<file path="src/rtl/inst_axi_bridge.sv">
// ---------------------------------------------------------------------------
// inst_axi_bridge
// Read-only bridge from the IF stage's SRAM-like instruction port to a 32-bit
// AXI read master. Each accepted fetch becomes one single-beat AR transaction.
// R beats are returned in issue order as a one-cycle registered data_ok pulse.
//
// Ports
//   clk, resetn         clock, synchronous active-low reset
//   inst_sram_*         fetch request side (req/addr_ok, data_ok/rdata)
//   ar*                 AXI read-address channel (master)
//   r*, rready          AXI read-data channel (master)
// ---------------------------------------------------------------------------
module inst_axi_bridge #(
   parameter int unsigned MAX_OUTSTANDING = 2,
   parameter logic [3:0]  ARID_VAL        = 4'h0
) (
   input  logic        clk,
   input  logic        resetn,
   input  logic        inst_sram_req,
   input  logic        inst_sram_wr,
   input  logic [1:0]  inst_sram_size,
   input  logic [3:0]  inst_sram_wstrb,
   input  logic [31:0] inst_sram_addr,
   input  logic [31:0] inst_sram_wdata,
   output logic        inst_sram_addr_ok,
   output logic        inst_sram_data_ok,
   output logic [31:0] inst_sram_rdata,
   output logic [3:0]  arid,
   output logic [31:0] araddr,
   output logic [7:0]  arlen,
   output logic [2:0]  arsize,
   output logic [1:0]  arburst,
   output logic [1:0]  arlock,
   output logic [3:0]  arcache,
   output logic [2:0]  arprot,
   output logic        arvalid,
   input  logic        arready,
   input  logic [3:0]  rid,
   input  logic [31:0] rdata,
   input  logic [1:0]  rresp,
   input  logic        rlast,
   input  logic        rvalid,
   output logic        rready
);

   localparam logic [1:0] MAX_CNT = 2'(MAX_OUTSTANDING);

   logic        arvalid_q, arvalid_d;
   logic [31:0] araddr_q,  araddr_d;
   logic [1:0]  size_q,    size_d;
   logic [1:0]  cnt_q,     cnt_d;
   logic        data_ok_q, data_ok_d;
   logic [31:0] rdata_q,   rdata_d;

   logic ar_slot_free;
   logic accept;
   logic r_fire;

   // Write data, strobes, R id and response are not needed by a fetch path.
   logic unused_inputs;
   assign unused_inputs = ^{inst_sram_wstrb, inst_sram_wdata, rid, rresp};

   // The AR register may be refilled in the same cycle it drains.
   assign ar_slot_free = ~arvalid_q | arready;
   assign accept       = resetn & inst_sram_req & ~inst_sram_wr &
                         ar_slot_free & (cnt_q < MAX_CNT);

   // The fetch stage always absorbs data_ok, so R is never back-pressured.
   assign rready = resetn;

   // A beat with nothing outstanding is a protocol error and is dropped.
   assign r_fire = rvalid & rready & rlast & (cnt_q != 2'd0);

   always_comb begin
      arvalid_d = arvalid_q;
      araddr_d  = araddr_q;
      size_d    = size_q;
      cnt_d     = cnt_q;
      data_ok_d = r_fire;
      rdata_d   = rdata_q;

      if (arvalid_q & arready)
         arvalid_d = 1'b0;
      if (accept) begin
         arvalid_d = 1'b1;
         araddr_d  = inst_sram_addr;
         size_d    = inst_sram_size;
      end

      case ({accept, r_fire})
         2'b10:   cnt_d = cnt_q + 2'd1;
         2'b01:   cnt_d = cnt_q - 2'd1;
         default: cnt_d = cnt_q;
      endcase

      if (r_fire)
         rdata_d = rdata;
   end

   always_ff @(posedge clk) begin
      if (!resetn) begin
         arvalid_q <= 1'b0;
         araddr_q  <= 32'd0;
         size_q    <= 2'd2;
         cnt_q     <= 2'd0;
         data_ok_q <= 1'b0;
         rdata_q   <= 32'd0;
      end else begin
         arvalid_q <= arvalid_d;
         araddr_q  <= araddr_d;
         size_q    <= size_d;
         cnt_q     <= cnt_d;
         data_ok_q <= data_ok_d;
         rdata_q   <= rdata_d;
      end
   end

   assign inst_sram_addr_ok = accept;
   assign inst_sram_data_ok = data_ok_q;
   assign inst_sram_rdata   = rdata_q;

   assign arid    = ARID_VAL;
   assign araddr  = araddr_q;
   assign arlen   = 8'd0;
   assign arsize  = {1'b0, size_q};
   assign arburst = 2'b01;
   assign arlock  = 2'b00;
   assign arcache = 4'd0;
   assign arprot  = 3'd0;
   assign arvalid = arvalid_q;

endmodule

</file>
<file path="config.mk">
export PLATFORM = sky130hd
export DESIGN_NAME = inst_axi_bridge
export DESIGN_NICKNAME = d
export VERILOG_FILES = /design/src/rtl/inst_axi_bridge.sv
export SDC_FILE = /design/constraint.sdc
export NUM_CORES = 1
export LEC_CHECK = 0
export CORE_UTILIZATION = 30
export CTS_CLUSTER_DIAMETER = 30
export DETAILED_ROUTE_END_ITERATION = 16
export MAX_ROUTING_LAYER = met4
export PLACE_DENSITY = 0.82
export SKIP_LAST_GASP = 1
export SLEW_MARGIN = 20
export SYNTH_ARGS = -nofsm -noshare
export SYNTH_HDL_FRONTEND = slang
export SYNTH_SLANG_ARGS = --single-unit
</file>
<file path="constraint.sdc">
create_clock -name clk -period 3.1 [get_ports clk]
set_input_delay 0.62 -clock clk [delete_from_list [all_inputs] [get_ports clk]]
set_output_delay 0.62 -clock clk [all_outputs]
set_load 0.02 [all_outputs]
</file>
==> flow_summary.toml, run 1 <==
[timing]
finClkSkew_ns = 0.008112
final_hold_viol_count = 0
finalSetupViolCount = 0
max_freq_ghz = 0.3650
worst_pin_slew_ns = 0.7222
slew_violations = 0
period_needed_ns = 2.740
grt_setup_unrepaired = "no"
setup-tns-final_ns = 0
final.period_utilization = 0.8839
relSlewSlack = 0.5186

[min_path]
hold_path.class = "register to register"
worstHoldPathCells = 2

[yosys]
ys_async_sr_fraction = 0
synthTopCellsByCount = "nand2_1, dfxtp_1, inv_1, mux2i_1, o21ai_1"
yosysUniqueCellTypes = 22
synth.top_cells.by_area = "dfxtp_1, nand2_1, mux2i_1"
yosys_register_bits = 70
syn_area_um2 = 2810
synth-main-ff-cell = "dfxtp_1"
ys_seq_area_frac = 0.4987
netlist.area_leader.share = 0.4987
synth_area_leader_cell = "dfxtp_1"
yosysMostFrequentCell = "nand2_1"
ys.warnings.count = 0
syn_area_per_cell_um2 = 8.568
synth_enable_flop_cells = 0
synthCells = 328

[floorplan]
die-area_um2 = 9758
start_util = 0.3161
die_h_um = 98.79
die_x_um = 98.79
num_rows = 34
core_um2 = 8891
ios = 209

[placed_design]
dp.cells = 560
gp_congestion = 0.6941
port_buffers = 142
dp_hpwl_um = 4843

[critical_path]
critPathLaunchType = "input port"
crit_path_end_kind = "register"
crit_required_ns = 3.37
crit_arrival_ns = 3.01
r2r_cells = 6
critPathMaxFanout = 36
path_class = "input port to register"

[detailed_routing]
routedWlPerCell_um = 11.76
num_vias = 2434
drt-vias-per-instance = 4.226
drc = 0
drt-initial-drc-count = 48
drtAntennaViolNets = 0
drt_wl_total_um = 6775
drt_first_pass_iters = 4

[final_layout]
area_delta_synth_final_pct = 56.68
layout.nets = 579
num-fill-cells = 842
drive_gt1_frac = 0.05128
antenna_cells = 0
fin_cells = 576

[clock_network]
path_clk_slew_ns = 0.08
clockBufferDepth = 2
cts_tree = "built"
clock_latency_ns = 0.34
cts_hold_buf = 0
clock-sinks = 70
h-tree-depth = 3
clockRootBuffer = "clkbuf_8"
cts_buffers = 9

[pwr]
power.density_nw_per_um2 = 471.1
p_leak_nw = 1.983
ir_drop_uv = 257.1

[grt]
grtUsageTotal = 0.1456
first_global_vias = 2526
antenna_found_initial = 0
overflow = 0
grt_max_degree = 71
grt_pass1_wl_um = 10950

[run_status]
status = "complete, no violations"

[job]
max_cap_violations = 0
-- cells by family (layout without fill, tap and decap cells) --
family	Yosys count	in the layout	share of synthesized area
and+or+nand+nor	105	105	0.1452
buffers and inverters	78	196	0.1518
DFF	70	70	0.4987
AOI/OAI and AO/OA	36	36	0.06945
muxes	34	34	0.1216
other	2	24	0.002672
xor gates and xnor gates	2	2	0.006234
adders and majority gates	1	1	0.004452
-- what timing repair did --
action / 4_1_cts / 5_1_grt
gates resized for setup: 0 / 1
endpoints found under the setup margin: 0 / 1
setup buffers: 0 / 0
-- critical path: stages --
cell	delay, ns
clkdlybuf4s50_1	0.45
nor2b_1	0.06
or4_2	0.64
buf_4	0.34
ha_1	0.40
or3_1	0.35
a21boi_1	0.14
-- path summary, 6_finish.rpt --
check,start,endpoint,slack [ns]
max,arready,cnt_q[1],0.36
min,inst_sram_rdata[30],inst_sram_rdata[30],0.45
max reg2reg,arvalid,cnt_q[1],0.71
min reg2reg,inst_sram_rdata[30],inst_sram_rdata[30],0.45
-- layer usage --
layer / wire length (µm) / part of all wire / GRT usage
met5: 0 / 0 / -
met1: 2930 / 0.43 / 0.1534
met4: 140 / 0.021 / 0.05855
met3: 514 / 0.076 / 0.04255
met2: 3189 / 0.47 / 0.2550
-- power breakdown --
part / switching [mW] / internal [mW] / leakage [nW] / total (mW)
Sequential: 0.0180 / 0.934 / 0.569 / 0.952
Clock: 0.355 / 0.455 / 0.109 / 0.810
Combinational: 0.146 / 0.166 / 1.30 / 0.312
-- sequential cells by signal, summed over array words and instances (netlist names) --
register and flops:
inst_sram_data_ok 1, araddr 32, inst_sram_rdata 32, cnt_q 2, size_q 2, arvalid 1
-- per-stage QoR --
| step | util | power (mW) | hold WS [ns] | worst slack [ns] | instance area (µm²) |
|---|---|---|---|---|---|
| finish | 0.4952 | 2.074 | 0.4509 | 0.3601 | 4403 |
| global route | 0.4952 | 2.176 | 0.4716 | 0.2592 | 4403 |
| CTS | 0.4949 | 2.118 | 0.4557 | 0.02560 | 4400 |
| detailed placement | 0.4699 | 1.287 | 0.4442 | -0.01497 | 4178 |
| global placement | 0.4699 | 1.280 | 0.4343 | 0.02627 | 4178 |
| floorplan | - | 1.138 | 0.4781 | 0.7534 | 2893 |
-- cells in the final DEF (no fill, tap or decap), types with 2 or more instances in the layout --
cell	n
buf_4	4
bufinv_16	2
clkbuf_8	9
clkdlybuf4s50_1	140
clkinv_4	3
conb_1	24
dfxtp_1	70
inv_1	33
mux2i_1	33
nand2_1	100
o21ai_1	32
xnor2_1	2
-- cell type report --
cell class                 instances  area [µm²]  share of cell area
multi-input combinational        202        1067              0.2424
sequential                        70        1401              0.3183
timing repair buffer             146        1449              0.3291
inverter                          34       127.6             0.02899
clock buffer                       9       123.9             0.02813
clock inverter                     7       98.84             0.02245
tap                              108       135.1             0.03069
Note: power is estimated with default switching activity, not from simulation.
==> inputs of run 2 (changes only) <==
--- a/config.mk
+++ b/config.mk
@@ -6,10 +6,10 @@
 export NUM_CORES = 1
 export LEC_CHECK = 0
 export CORE_UTILIZATION = 30
-export CTS_CLUSTER_DIAMETER = 30
+export CTS_CLUSTER_DIAMETER = 80
 export DETAILED_ROUTE_END_ITERATION = 16
 export MAX_ROUTING_LAYER = met4
-export PLACE_DENSITY = 0.82
+export PLACE_DENSITY_LB_ADDON = 0.25
 export SKIP_LAST_GASP = 1
 export SLEW_MARGIN = 20
 export SYNTH_ARGS = -nofsm -noshare
==> run 2 against run 1 <==
  * Setup slack got worse by 0.023 ns
  * Worst hold slack worse by 0.0047 ns
  * Global-route usage hardly changed
  * Highest routed layer unchanged
  * Largest power group unchanged
  * Clock skew is 0.00072 ns higher
  * Design area down 0.82%
  * Utilization decreased by 0.41 points
==> flow_summary.toml, run 2 (synthesis results as in run 1) <==
[min_path]
hold_path.class = "register to register"
worstHoldPathCells = 2
holdPathEnd = "inst_sram_rdata[27]"
hp-start = "inst_sram_rdata[27]"

[clock_network]
path_clk_slew_ns = 0.07
cts_buffers = 9
clock-sinks = 70
cts_tree = "built"
post-cts-setup-buffers = 0
clockRootBuffer = "clkbuf_8"
clock_latency_ns = 0.34
clockBufferDepth = 2
h-tree-depth = 3

[timing]
finClkSkew_ns = 0.008833
period_needed_ns = 2.763
final_hold_viol_count = 0
slew_violations = 0
grt_setup_unrepaired = "no"
fin_ws_ns = 0.3371
relSlewSlack = 0.5071
final.period_utilization = 0.8912
finalSetupViolCount = 0
worst_pin_slew_ns = 0.7393
max_freq_ghz = 0.3619

[detailed_routing]
routedWlPerCell_um = 11.49
drt_first_pass_iters = 4
drc = 0
drtAntennaViolNets = 0
drt_wl_total_um = 6618
drt-vias-per-instance = 4.174
drt-initial-drc-count = 32
num_vias = 2404

[placed_design]
gp_congestion = 0.6487
dp_hpwl_um = 4625
dp.cells = 560
place_ws_ns = -0.01347
port_buffers = 142

[final_layout]
final_cell_mix = "clkdlybuf4s50_1, nand2_1, dfxtp_1"
area_delta_synth_final_pct = 55.39
drive_gt1_frac = 0.04915
layout.nets = 579
final_common_cell = "clkdlybuf4s50_1"
fin_cells = 576
antenna_cells = 0

[critical_path]
critPathMaxFanout = 36
cp_cell_sequence = "clkdlybuf4s50_1 -> nor2b_1 -> or4_2 -> buf_4 -> ha_1 -> xnor2_1 -> or3_1 -> a21boi_1"
crit_required_ns = 3.36
path_class = "input port to register"
r2r_cells = 7
critPathLaunchType = "input port"
crit_arrival_ns = 3.02
r2r_slack_ns = 0.70
critPathMaxStageDelay_ns = 0.63
crit_path_end_kind = "register"
rr_endpoint = "cnt_q[1]"
r2r-start = "arvalid"
critical_path.top_delay_family = "simple AND/OR/NAND/NOR gates"
slowest_stage = "or4_2"
crit_buf_inv = 2

[grt]
grt-busiest-layer = "met2"
met1_usage = 0.1565
grtUsageTotal = 0.1456
gr-usage-met3 = 0.07305
overflow = 0
grt_max_degree = 73
first_global_vias = 2380
grt_pass1_wl_um = 10820
gr-usage-met2 = 0.2361
antenna_found_initial = 0

[floorplan]
ios = 209
die_h_um = 98.79
num_rows = 34
die_x_um = 98.79
start_util = 0.3161
core_um2 = 8891
die-area_um2 = 9758

[pwr]
power.density_nw_per_um2 = 445.1
p_leak_nw = 1.958
ir_drop_uv = 263.2

[run_status]
status = "complete, no violations"

[job]
max_cap_violations = 0
## run 2: per-stage QoR
| stage | TNS, ns | hold slack [ns] | util | cell area (µm²) | power, mW |
|---|---|---|---|---|---|
| 2_1_floorplan | 0 | 0.4781 | - | 2893 | 1.138 |
| 3_3_place_gp | 0 | 0.4341 | 0.4699 | 4178 | 1.280 |
| 3_5_place_dp | -0.01347 | 0.4402 | 0.4699 | 4178 | 1.286 |
| 4_1_cts | 0 | 0.4499 | 0.4909 | 4364 | 1.987 |
| 5_1_grt | 0 | 0.4688 | 0.4911 | 4367 | 2.051 |
| 6_report | 0 | 0.4462 | 0.4911 | 4367 | 1.944 |
## run 2: metal layers
layer / wire, µm / vias to the layer above / part of all wire
met2: 3020 / 107 / 0.46
met5: 0 / - / 0
li1: - / 1233 / -
met1: 2888 / 1057 / 0.44
met4: 51 / 0 / 0.0077
met3: 657 / 7 / 0.099
## run 2: cell type report
cell class,instances,area (µm²)
Clock buffer,12,155.1
Multi-Input combinational cell,202,1067
Timing Repair Buffer,146,1449
Tap cell,108,135.1
Sequential cell,70,1401
Fill cell,844,4524
Inverter,34,127.6
Clock inverter,4,31.28
## run 2: tightest hold or removal path: stages, from the launching register on
cell and delay, ns:
dfxtp_1 0.31, nand2_1 0.05, o21ai_1 0.05
## run 2: power by group
| part | leakage (nW) | internal, mW | switching [mW] | total (mW) |
|---|---|---|---|---|
| sequential | 0.569 | 0.934 | 0.0177 | 0.952 |
| clock | 0.0848 | 0.336 | 0.346 | 0.682 |
| combinational | 1.30 | 0.166 | 0.143 | 0.309 |
## run 2: worst max-delay path by stage
stage                       start           endpoint  slack (ns)  cells after the start
final                     arready           cnt_q[1]        0.34                      8
after global routing      arready           cnt_q[1]        0.25                      8
after CTS                 arready  inst_sram_addr_ok        0.04                      5
after detailed placement  arready           cnt_q[1]       -0.01                      8
after global placement    arready  inst_sram_addr_ok        0.05                      5
after floorplan            resetn           cnt_q[1]        0.75                      8
## run 2: repair_timing
action                     in CTS  in global routing
resized for setup               0                  1
hold buffers                    0                  0
setup endpoints to repair       0                  1
==> inputs of run 3 (changes only) <==
==> constraint.sdc (replaced) <==
create_clock -name clk -period 2.8 [get_ports clk]
set_input_delay 0.56 -clock clk [delete_from_list [all_inputs] [get_ports clk]]
set_output_delay 0.56 -clock clk [all_outputs]
set_load 0.02 [all_outputs]
==> run 3 against run 2 <==
  * Total power grew 9.9%
  * Via count grew 0.42%
  * Count of clock-buffer cells in the layout grew 1
  * Critical path depth is the same
  * Largest cell class unchanged
==> flow_summary.toml, run 3 (synthesis results as in run 1) <==
[floorplan]
start_util = 0.3161
core_um2 = 8891
die_h_um = 98.79
ios = 209
die-area_um2 = 9758
num_rows = 34
die_x_um = 98.79

[clock_network]
cts_tree = "built"
cts_buffers = 9
clockRootBuffer = "clkbuf_8"
post-cts-setup-buffers = 0
path_clk_slew_ns = 0.07
cts_hold_buf = 0
h-tree-depth = 3
clock_latency_ns = 0.33
clock-sinks = 70
clockBufferDepth = 2

[min_path]
holdPathEnd = "inst_sram_rdata[6]"
hp-start = "inst_sram_rdata[6]"
worstHoldPathCells = 2
hold_path.class = "register to register"

[detailed_routing]
num_vias = 2414
drc = 0
drt_first_pass_iters = 4
drt_wl_total_um = 6653
routedWlPerCell_um = 11.57
drt-initial-drc-count = 38
drt-vias-per-instance = 4.198
drtAntennaViolNets = 0

[timing]
period_needed_ns = 2.675
grt_setup_unrepaired = "no"
final_hold_viol_count = 0
finalSetupViolCount = 0
relSlewSlack = 0.6010
slew_violations = 0
max_freq_ghz = 0.3739
final.period_utilization = 0.9552
finClkSkew_ns = 0.006550
worst_pin_slew_ns = 0.5985
fin_ws_ns = 0.1254

[placed_design]
place_ws_ns = -0.2192
port_buffers = 142
gp_congestion = 0.6655
dp_hpwl_um = 4693

[final_layout]
final_core_util = 0.4901
antenna_cells = 0
final_cell_mix = "clkdlybuf4s50_1, nand2_1, dfxtp_1"
drive_gt1_frac = 0.04711
multi_input_area_um2 = 1067
area_delta_synth_final_pct = 55.08
layout.nets = 580
seq_area_um2 = 1401
num-fill-cells = 894
final_common_cell = "clkdlybuf4s50_1"

[grt]
antenna_found_initial = 0
grtUsageTotal = 0.1460
overflow = 0
grt_max_degree = 65
grt_pass1_wl_um = 10830
first_global_vias = 2385

[critical_path]
crit_arrival_ns = 2.93
crit_path_end_kind = "register"
r2r_cells = 7
r2r-start = "arvalid"
critPathLaunchType = "input port"
r2r_slack_ns = 0.42
crit_required_ns = 3.06
critPathMaxFanout = 36
rr_endpoint = "cnt_q[1]"
path_class = "input port to register"

[pwr]
ir_drop_uv = 253.0
power.density_nw_per_um2 = 490.0
p_leak_nw = 1.957
p_total_mw = 2.135

[job]
max_cap_violations = 0

[run_status]
status = "complete, no violations"
run 3: cell count changes in the layout (fill, tap and decap cells not counted), sizes merged:
cell	change
dlygate4sd2	+1
clkinvlp	-3
buf	+1
clkbuf	+1
dlymetal6s2s	-1
run 3: layout make-up:
class                      count  area share
clock buffer                  13     0.03876
clock inverter                 1    0.001148
inverter                      34     0.02929
multi-input combinational    202      0.2449
sequential                    70      0.3216
tap                          108     0.03101
timing repair buffer         147      0.3333
run 3: repair_timing:
item,in CTS,in global routing
gates resized for setup,1,0
hold endpoints to repair,0,0
endpoints found under the setup margin,1,0
run 3: routing by layer:
metal,vias to the layer above,part of all wire,global-route usage
li1,1237,-,-
met1,1060,0.45,0.1648
met2,111,0.44,0.2270
met3,6,0.10,0.07376
met4,0,0.0086,0.04133
met5,-,0,-
run 3: through the flow:
stage,cell area (µm²),setup TNS [ns],hold WS [ns],std cells
global placement,4185,-0.4360,0.4340,561
global route,4358,0,0.4652,575
finish,4358,0,0.4469,575
CTS,4358,0,0.4510,575
floorplan,2893,0,0.4781,350
detailed placement,4185,-0.4955,0.4411,561
run 3: report_power, final:
part | internal [mW] | switching, mW | total (mW)
Clock | 0.384 | 0.352 | 0.736
Sequential | 1.03 | 0.0199 | 1.05
Combinational | 0.185 | 0.160 | 0.344
run 3: worst max path at each step:
stage	start	to	cells after the start
after global placement	arready	cnt_q[1]	8
after detailed placement	arready	cnt_q[1]	8
after CTS	arready	cnt_q[1]	8
after global routing	arready	cnt_q[1]	7
final	arready	cnt_q[1]	8
after floorplan	resetn	cnt_q[1]	8
run 3: critical path: stages:
cell and delay, ns:
clkdlybuf4s50_1 0.46, nor2b_1 0.05, or4_2 0.64, buf_4 0.34, ha_1 0.30, xnor2_1 0.13
or3_1 0.31, a21boi_1 0.14
